<file path="src/rtl/flit_uart_rx.sv">
// rtl/flit_uart_rx.sv - UART receiver assembling 16-byte checksummed flits
//
// Purpose: samples the inter-node serial link, assembles FLIT_BYTES bytes
// (byte 0 first, ending up in bits [127:120]) into a 128-bit flit, checks
// the trailing 16-bit checksum and presents good flits on a valid/ready port.
//
// Ports:
//   clk            system clock
//   rst_n          asynchronous active-low reset
//   rxd_i          UART serial input, idle high, asynchronous to clk
//   flit_o         received flit, byte 0 = bits [127:120]
//   flit_valid_o   flit_o holds an accepted flit
//   flit_ready_i   consumer takes the flit when valid & ready
//   err_framing_o  pulse: stop bit sampled low
//   err_checksum_o pulse: checksum mismatch, flit dropped
//   err_overflow_o pulse: good flit arrived while output still occupied
//   err_timeout_o  pulse: partial flit abandoned after inter-byte gap
//   busy_o         bit FSM not idle or partial flit in progress
module flit_uart_rx #(
    parameter int CLK_DIV      = 868,
    parameter int FLIT_BYTES   = 16,
    parameter int TIMEOUT_BITS = 32
) (
    input  logic         clk,
    input  logic         rst_n,
    input  logic         rxd_i,
    output logic [127:0] flit_o,
    output logic         flit_valid_o,
    input  logic         flit_ready_i,
    output logic         err_framing_o,
    output logic         err_checksum_o,
    output logic         err_overflow_o,
    output logic         err_timeout_o,
    output logic         busy_o
);

    localparam int CNT_W     = $clog2(CLK_DIV) + 1;
    localparam int BCNT_W    = $clog2(FLIT_BYTES) + 1;
    localparam int TMO_LIMIT = TIMEOUT_BITS * CLK_DIV;
    localparam int TMO_W     = $clog2(TMO_LIMIT + 1);

    localparam logic [CNT_W-1:0]  HALF_LAST = CNT_W'(CLK_DIV / 2 - 1);
    localparam logic [CNT_W-1:0]  FULL_LAST = CNT_W'(CLK_DIV - 1);
    localparam logic [BCNT_W-1:0] BYTE_LAST = BCNT_W'(FLIT_BYTES - 1);
    localparam logic [TMO_W-1:0]  TMO_LAST  = TMO_W'(TMO_LIMIT - 1);

    typedef enum logic [1:0] {
        S_IDLE  = 2'd0,
        S_START = 2'd1,
        S_DATA  = 2'd2,
        S_STOP  = 2'd3
    } state_t;

    state_t state_q, state_d;

    // Line synchronizer; rx_prev_q gives the edge detector its history.
    logic rx_meta_q, rx_sync_q, rx_prev_q;
    logic fall;

    logic [CNT_W-1:0]  cnt_q, cnt_d;
    logic [2:0]        bit_idx_q, bit_idx_d;
    logic [7:0]        byte_sh_q, byte_sh_d;
    logic              byte_done;
    logic              frame_err;

    logic [BCNT_W-1:0] byte_cnt_q;
    logic [127:0]      flit_sh_q;
    logic              eval_q;

    logic [TMO_W-1:0]  tmo_q;
    logic              tmo_counting;
    logic              tmo_hit;

    logic [15:0]       csum;
    logic              csum_ok;
    logic              handshake;

    logic [127:0]      flit_q;
    logic              flit_valid_q;
    logic              err_framing_q;
    logic              err_checksum_q;
    logic              err_overflow_q;
    logic              err_timeout_q;

    // ------------------------------------------------------------------
    // Synchronizer
    // ------------------------------------------------------------------
    always_ff @(posedge clk or negedge rst_n) begin
        if (!rst_n) begin
            rx_meta_q <= 1'b1;
            rx_sync_q <= 1'b1;
            rx_prev_q <= 1'b1;
        end else begin
            rx_meta_q <= rxd_i;
            rx_sync_q <= rx_meta_q;
            rx_prev_q <= rx_sync_q;
        end
    end

    // A line held low after a framing error produces no edge until it
    // has gone high again.
    assign fall = rx_prev_q & ~rx_sync_q;

    // ------------------------------------------------------------------
    // Bit FSM: state register
    // ------------------------------------------------------------------
    always_ff @(posedge clk or negedge rst_n) begin
        if (!rst_n) begin
            state_q <= S_IDLE;
        end else begin
            state_q <= state_d;
        end
    end

    // Bit FSM: next state
    always_comb begin
        state_d = state_q;
        case (state_q)
            S_IDLE: begin
                if (fall) begin
                    state_d = S_START;
                end
            end
            S_START: begin
                if (cnt_q == HALF_LAST) begin
                    state_d = rx_sync_q ? S_IDLE : S_DATA;
                end
            end
            S_DATA: begin
                if (cnt_q == FULL_LAST && bit_idx_q == 3'd7) begin
                    state_d = S_STOP;
                end
            end
            S_STOP: begin
                if (cnt_q == FULL_LAST) begin
                    state_d = S_IDLE;
                end
            end
            default: state_d = S_IDLE;
        endcase
    end

    // Bit FSM: outputs (bit timer, data shifter, byte/framing strobes)
    always_comb begin
        cnt_d     = cnt_q;
        bit_idx_d = bit_idx_q;
        byte_sh_d = byte_sh_q;
        byte_done = 1'b0;
        frame_err = 1'b0;
        case (state_q)
            S_IDLE: begin
                cnt_d     = '0;
                bit_idx_d = '0;
            end
            S_START: begin
                cnt_d = (cnt_q == HALF_LAST) ? '0 : cnt_q + CNT_W'(1);
            end
            S_DATA: begin
                if (cnt_q == FULL_LAST) begin
                    cnt_d     = '0;
                    byte_sh_d = {rx_sync_q, byte_sh_q[7:1]};
                    bit_idx_d = bit_idx_q + 3'd1;
                end else begin
                    cnt_d = cnt_q + CNT_W'(1);
                end
            end
            S_STOP: begin
                if (cnt_q == FULL_LAST) begin
                    cnt_d     = '0;
                    byte_done = rx_sync_q;
                    frame_err = ~rx_sync_q;
                end else begin
                    cnt_d = cnt_q + CNT_W'(1);
                end
            end
            default: begin
                cnt_d     = '0;
                bit_idx_d = '0;
            end
        endcase
    end

    always_ff @(posedge clk or negedge rst_n) begin
        if (!rst_n) begin
            cnt_q     <= '0;
            bit_idx_q <= '0;
            byte_sh_q <= '0;
        end else begin
            cnt_q     <= cnt_d;
            bit_idx_q <= bit_idx_d;
            byte_sh_q <= byte_sh_d;
        end
    end

    // ------------------------------------------------------------------
    // Inter-byte timeout: only runs while a partial flit sits idle
    // ------------------------------------------------------------------
    assign tmo_counting = (state_q == S_IDLE) && (byte_cnt_q != '0) && !fall;
    assign tmo_hit      = tmo_counting && (tmo_q == TMO_LAST);

    always_ff @(posedge clk or negedge rst_n) begin
        if (!rst_n) begin
            tmo_q <= '0;
        end else if (tmo_counting && !tmo_hit) begin
            tmo_q <= tmo_q + TMO_W'(1);
        end else begin
            tmo_q <= '0;
        end
    end

    // ------------------------------------------------------------------
    // Byte assembly; independent of the output register so reception
    // keeps going while the consumer stalls.
    // ------------------------------------------------------------------
    always_ff @(posedge clk or negedge rst_n) begin
        if (!rst_n) begin
            byte_cnt_q <= '0;
            flit_sh_q  <= '0;
            eval_q     <= 1'b0;
        end else begin
            eval_q <= 1'b0;
            if (frame_err || tmo_hit) begin
                byte_cnt_q <= '0;
                flit_sh_q  <= '0;
            end else if (byte_done) begin
                flit_sh_q <= {flit_sh_q[119:0], byte_sh_q};
                if (byte_cnt_q == BYTE_LAST) begin
                    byte_cnt_q <= '0;
                    eval_q     <= 1'b1;
                end else begin
                    byte_cnt_q <= byte_cnt_q + BCNT_W'(1);
                end
            end
        end
    end

    // ------------------------------------------------------------------
    // Checksum: 16-bit sum of the seven leading words, carries dropped
    // ------------------------------------------------------------------
    always_comb begin
        csum = '0;
        for (int i = 1; i < 8; i++) begin
            csum = csum + flit_sh_q[i*16 +: 16];
        end
    end

    assign csum_ok   = (csum == flit_sh_q[15:0]);
    assign handshake = flit_valid_q & flit_ready_i;

    // ------------------------------------------------------------------
    // Output register, handshake and error pulses
    // ------------------------------------------------------------------
    always_ff @(posedge clk or negedge rst_n) begin
        if (!rst_n) begin
            flit_q         <= '0;
            flit_valid_q   <= 1'b0;
            err_framing_q  <= 1'b0;
            err_checksum_q <= 1'b0;
            err_overflow_q <= 1'b0;
            err_timeout_q  <= 1'b0;
        end else begin
            err_framing_q  <= frame_err;
            err_timeout_q  <= tmo_hit;
            err_checksum_q <= eval_q && !csum_ok;
            err_overflow_q <= eval_q && csum_ok && flit_valid_q && !handshake;

            // A slot freed by this cycle's handshake can take the new flit.
            if (eval_q && csum_ok && (!flit_valid_q || handshake)) begin
                flit_q       <= flit_sh_q;
                flit_valid_q <= 1'b1;
            end else if (handshake) begin
                flit_valid_q <= 1'b0;
            end
        end
    end

    assign flit_o         = flit_q;
    assign flit_valid_o   = flit_valid_q;
    assign err_framing_o  = err_framing_q;
    assign err_checksum_o = err_checksum_q;
    assign err_overflow_o = err_overflow_q;
    assign err_timeout_o  = err_timeout_q;
    assign busy_o         = (state_q != S_IDLE) || (byte_cnt_q != '0);

endmodule

</file>
<file path="config.mk">
export PLATFORM = sky130hd
export DESIGN_NAME = flit_uart_rx
export DESIGN_NICKNAME = d
export VERILOG_FILES = /design/src/rtl/flit_uart_rx.sv
export SDC_FILE = /design/constraint.sdc
export NUM_CORES = 1
export LEC_CHECK = 0
export ABC_AREA = 1
export CAP_MARGIN = 20
export CORE_MARGIN = 10
export CORE_UTILIZATION = 52
export DETAILED_ROUTE_END_ITERATION = 8
export MAX_ROUTING_LAYER = met4
export PLACE_DENSITY = 0.81
export SLEW_MARGIN = 10
export SYNTH_ARGS = -nofsm -noshare
export SYNTH_HDL_FRONTEND = slang
export SYNTH_SLANG_ARGS = --single-unit
</file>
<file path="constraint.sdc">
create_clock -name clk -period 4.2 [get_ports clk]
set_input_delay 1.05 -clock clk [delete_from_list [all_inputs] [get_ports clk]]
set_output_delay 1.05 -clock clk [all_outputs]
set_load 0.01 [all_outputs]
</file>
======== Yosys cells after proc, flatten, opt, wreduce, memory -nomap -nowiden ========
Cells that the tools add are included.
operators by class
  add/sub/neg operators ................... 10
  equality and inequality tests ........... 14
  muxes and demuxes ....................... 26
  bitwise gates (word level) .............. 3
  reductions and logical operators ........ 28
operator list
  cell                   count
  $mux 128               2
  $add 16x16->16         6
  $pmux 11 s3            1
  $mux 11                2
  $eq 16x16->1           1
  $add 15x1->15 const B  1
  $eq 15x15->1 const B   1
  $mux 15                1
  $mux 5                 3
  $add 11x1->11 const B  1
  $eq 11x10->1 const B   1
  $eq 11x9->1 const B    1
  $logic_and 1x1->1      10
  $mux 2                 5
  $ne 2x2->1 const B     5
  $mux 1                 9
  $pmux 2 s4             1
  $reduce_bool 2->1      4
  $pmux 3 s2             1
  $add 5x1->5 const B    1
  $eq 5x4->1 const B     1
  $logic_not 1->1        5
  $reduce_bool 5->1      1
  $eq 2x2->1 const B     2
  11 further kinds       15
storage, ports and cells
  register bits after elaboration ......... 309
  input port bits ......................... 4
  output and inout bits ................... 134
  word-level logic and storage cells ...... 98

======== Longest topological paths before layout ========
  depth after elaboration ................. 10
  depth in mapped cells ................... 26
  depth with buffers taken out ............ 24

======== Worst setup path before layout ========
Ideal clock, no wire load.
  path type ............................... register to register
  start point ............................. reg flit_sh_q[18]
  end point ............................... reg flit_q[118], in the netlist flit_o[118]
  library setup time ...................... 117 ps
  arrival time ............................ 4,447 ps
  required time ........................... 4,083 ps
  slack ................................... -364 ps
  cell stages (with the launch flop) ...... 21
  path buffers ............................ 2
  clock period less this slack ............ 4,564 ps
  path through ............................ dfrtp_1 fa_1 inv_1 fa_1 fa_1 inv_1 fa_1 fa_1 nand3_1 nand2_1 a21oi_1 xor2_1 nand2_1 nor2_1 nand4_1 nor2_2 nand3_1 buf_2 buf_4 nand2_1 nand2_1
on the way
  word-level cells in the longest chain between the ends .. 9
ends and longest elaborated chain
  element                          RTL line  RTL
  start, declared                  67        logic [127:0] flit_sh_q;
  start signal, assigned           226       flit_sh_q <= {flit_sh_q[119:0], byte_sh_q};
  $add 16x16->16 (6 in series)     243       csum = csum + flit_sh_q[i*16 +: 16];
  $eq 16x16->1                     247       assign csum_ok = (csum == flit_sh_q[15:0]);
  $logic_and 1x1->1 (2 in series)  268       if (eval_q && csum_ok && (!flit_valid_q || handshake)) begin
  end signal, assigned             269       flit_q <= flit_sh_q;
  end, declared                    78        logic [127:0] flit_q;
Every way passes these cells.
A chain may end at the register's enable or synchronous reset.

======== Final worst setup path ========
  start point ............................. reg flit_sh_q[103]
  end point ............................... reg flit_q[31], in the netlist flit_o[31]
on the way
  word-level cells in the longest chain between the ends .. 5
ends and longest elaborated chain
  element                          RTL line
  $add 16x16->16 (2 in series)     243
  $eq 16x16->1                     247
  $logic_and 1x1->1 (2 in series)  268
Every way passes these cells.

==> results.yml <==
run_status:
  outcome: "finished, violations left"
  failed_checks: "negative setup slack"
sta:
  relSlewSlack: 0.418
  fin_worst_skew_ns: 0.0227
  postLayoutSetupSlackWorst_ns: -0.833
  post-route-period-util: 1.20
  rsz0062_at_grt: "true"
  setup_viol: 131
  fin_crit_ns: 5.03
  hold_viol: 0
  fmax_mhz: 199
  worst_pin_slew_ns: 0.873
  maxSlewViolCount: 0
detailed_routing:
  wl_um: 48600
  drc: 0
  via_count: 13100
  antenna_left: 0
  drtIter0Drc: 1289
  wire_per_inst_um: 21.2
  viasPerCell: 5.71
  first_pass_iters: 6
hold_path:
  hp-class: "reg2reg"
  min_from: "rx_meta_q"
  hold_depth: 0
  worstHoldEndpoint: "rx_sync_q"
synth:
  synth_area_mm2: 0.0152
  synth_simple_gate_area_frac: 0.192
  synth_xor_area_frac: 0.0161
  yosys_warnings: 0
  synthMuxAreaShare: 0
  synth_top_family_by_area: "simple AND/OR/NAND/NOR gates"
  yosysUniqueCellTypes: 33
  syn-num-nets: 1734
  synth_compound_area_frac: 0.0743
  synth_cells: 1634
  yosys.area_share.adder: 0.115
  avgSynthCellArea_um2: 9.29
  ys_ff_latch: 309
  synth_seq_area_share: 0.509
power:
  max-vdd-ir-drop_mv: 0.265
  cellLeakagePower_nw: 9.83
  p_per_area_mw_per_mm2: 305
setup_path:
  crit_path_max_incr_delay_ns: 0.57
  cp_max_fo: 7
  crit_required_ns: 4.67
  worstSetupPathType: "reg2reg"
  worstRegToRegCells: 22
  cp_common_cell: "fa_1"
  r2r_setup_slack_ns: -0.83
  r2r_start: "flit_sh_q[103]"
  crit_arrival_ns: 5.50
  crit_chain: "fa_1 > inv_2 > fa_1 > fa_1 > inv_2 > fa_1 > ha_4 > a21oi_4 > nor2_2 > nor2_2 > buf_4 > nand4_1 > nand2_1 > nand2_1 > nor2_1 > nand4_1 > nor2_4 > nand3_4 > buf_12 > clkbuf_16 > nand2_2 > nand2_2"
  r2r-end: "flit_o[31]"
  crit_slowest_cell: "fa_1"
  start_kind: "register"
  critPathCaptureType: "register"
placement:
  gp_congestion: 0.946
  io_buffers: 137
  pre_cts_slack_ns: -0.803
  place_hpwl_um: 31600
clocking:
  root_buffer: "clkbuf_16"
  h-tree-depth: 1
  cts_made_buffers: 31
  clock_sinks: 309
  cts_buffer_depth: 3
  clk-insertion-delay-late_ns: 0.60
  clk_pin_slew_ns: 0.06
  cts_tree: "yes"
layout:
  multi_input_area_mm2: 0.00691
  synthToLayoutAreaGrowth_pct: 34.1
  fin_nets: 1985
  n_antenna_cell: 0
  drive_gt1_frac: 0.213
  final_util: 0.707
  fillers: 1994
  seq_area_mm2: 0.00774
global_route:
  antenna_found_initial: 0
  grt_max_degree: 87
  grt_use_total: 0.253
  grt.overflow.total: 0
  grt_pass1_wl_um: 71200
  grt_pass1_vias: 13000
floorplanning:
  rows: 62
  die-area_mm2: 0.0364
  dieWidth_um: 191
  die_y_um: 191
  coreArea_mm2: 0.0288
  start_util: 0.528
  io_pins: 138
run:
  maxCapViolations: 0
[critical path: cells and delay by family (launching register included)]
family / cells / cell delay [ns]
compound gates: 1 / 0.15
fa+ha+maj: 5 / 2.42
buf+inv: 5 / 0.63
flops: 1 / 0.44
simple gates: 11 / 1.25
[layer usage]
layer | up-vias | share of wire | track usage
met5 | - | 0 | -
met4 | 0 | 0.026 | 0.0697
met3 | 106 | 0.084 | 0.0567
met2 | 618 | 0.49 | 0.400
met1 | 6526 | 0.40 | 0.324
li1 | 5847 | - | -
[cell type report]
type                            count  share of cell area
Tap cell                          384              0.0236
Multi-Input combinational cell    964               0.339
Sequential cell                   309               0.380
Clock buffer                       41              0.0429
Timing Repair Buffer              304               0.153
Clock inverter                     17              0.0101
Inverter                          275              0.0507
[worst max path at each step]
stage,startpoint,end,slack [ns],depth (start not counted)
after global routing,flit_sh_q[103],flit_o[82],-1.06,25
after detailed placement,flit_sh_q[29],flit_o[79],-0.80,19
final,flit_sh_q[103],flit_o[31],-0.83,22
after CTS,flit_sh_q[67],flit_o[18],-0.68,22
after floorplan,flit_sh_q[71],flit_o[117],-0.12,23
after global placement,flit_sh_q[29],flit_o[77],-0.79,19
[cells by family (layout without fill, tap and decap cells)]
logic type               after synthesis  after routing
AO/OA/AOI/OAI                        189            189
XOR/XNOR                              28             28
adder cells (fa/ha/maj)               96             96
buffers and inverters                361            637
flip-flops                           309            309
AND/OR/NAND/NOR                      651            651
[state kept, by name, summed over array words and instances, names as in the netlist, named ones only]
| register | cells |
|---|---|
| state_q | 1 |
| flit_o | 128 |
| rx_sync_q | 1 |
| flit_sh_q | 128 |
| rx_prev_q | 1 |
| err_framing_o | 1 |
| rx_meta_q | 1 |
| err_checksum_o | 1 |
| byte_cnt_q | 5 |
| byte_sh_q | 8 |
| err_timeout_o | 1 |
| eval_q | 1 |
| bit_idx_q | 3 |
| err_overflow_o | 1 |
| cnt_q | 11 |
| flit_valid_o | 1 |
| tmo_q | 15 |
[placed cells by master, fill, tap and decap left out, types with 4 or more instances in the layout]
| master | Yosys | final |
|---|---|---|
| a21oi_1 | 27 | 16 |
| a21oi_2 | 0 | 7 |
| a21oi_4 | 0 | 4 |
| buf_12 | 0 | 12 |
| buf_16 | 0 | 6 |
| buf_4 | 12 | 134 |
| bufinv_16 | 0 | 4 |
| clkbuf_1 | 58 | 4 |
| clkbuf_16 | 0 | 41 |
| clkbuf_8 | 0 | 6 |
| clkdlybuf4s50_1 | 0 | 136 |
| clkinv_2 | 0 | 10 |
| dfrtp_1 | 306 | 304 |
| fa_1 | 72 | 68 |
| fa_2 | 0 | 4 |
| ha_1 | 24 | 10 |
| ha_4 | 0 | 14 |
| inv_1 | 273 | 265 |
| inv_2 | 2 | 10 |
| nand2_1 | 384 | 266 |
| nand2_2 | 0 | 78 |
| nand2_4 | 0 | 40 |
| nand3_1 | 35 | 30 |
| nand4_1 | 143 | 143 |
| nor2_1 | 59 | 50 |
| nor2_2 | 1 | 6 |
| nor2_4 | 0 | 4 |
| nor3_1 | 14 | 13 |
| nor3b_1 | 9 | 9 |
| o21ai_0 | 29 | 29 |
| o22ai_1 | 120 | 120 |
| xnor2_1 | 11 | 11 |
| xor2_1 | 17 | 17 |
[repair_timing]
item,4_1_cts,5_1_grt
gates resized for setup,38,148
endpoints found under the setup margin,131,131
gates cloned,5,11
pin swaps,23,29
hold buffers,0,0
buffers inserted,11,6
[per-stage QoR]
step                hold slack (ns)  setup TNS [ns]  cells  total power, W  instance area (um2)
floorplan                     0.345          -13.62   1634         0.00320                15600
global placement              0.348         -100.19   2206         0.00331                18100
detailed placement            0.347         -100.45   2206         0.00332                18100
CTS                           0.356          -84.33   2279         0.00621                19600
global route                  0.369         -131.60   2294         0.00638                20400
finish                        0.356         -100.99   2294         0.00621                20400
[Yosys cell counts, drive strengths merged]
cell    instances  area (um2)
a211oi          1        7.51
o21a            2        15.0
nand4         143         895
clkbuf         58         218
dfstp           3        78.8
nor2           60         228
a21oi          27         135
ha             24         300
xnor2          11        96.3
fa             72        1440
o21ai          31         155
a21o            1        7.51
nand3b          3        22.5
nor4            3        18.8
nand2         384        1440
o22ai         120         751
a31oi           1        6.26
dfrtp         306        7660
a31o            1        8.76
buf            28         168
o31ai           1        7.51
nor3b           9        67.6
nand3          35         175
inv           275        1030
xor2           17         149
o21bai          2        15.0
a32o            2        20.0
nor3           14        70.1
[where the power goes]
group | total, W | switching [W] | internal, W
sequential | 0.00303 | 0.0000309 | 0.00300
combinational | 0.000229 | 0.000165 | 0.0000641
clock | 0.00295 | 0.00124 | 0.00171
total | 0.00621 | 0.00143 | 0.00478
Note: power is estimated with default switching activity, not from simulation.
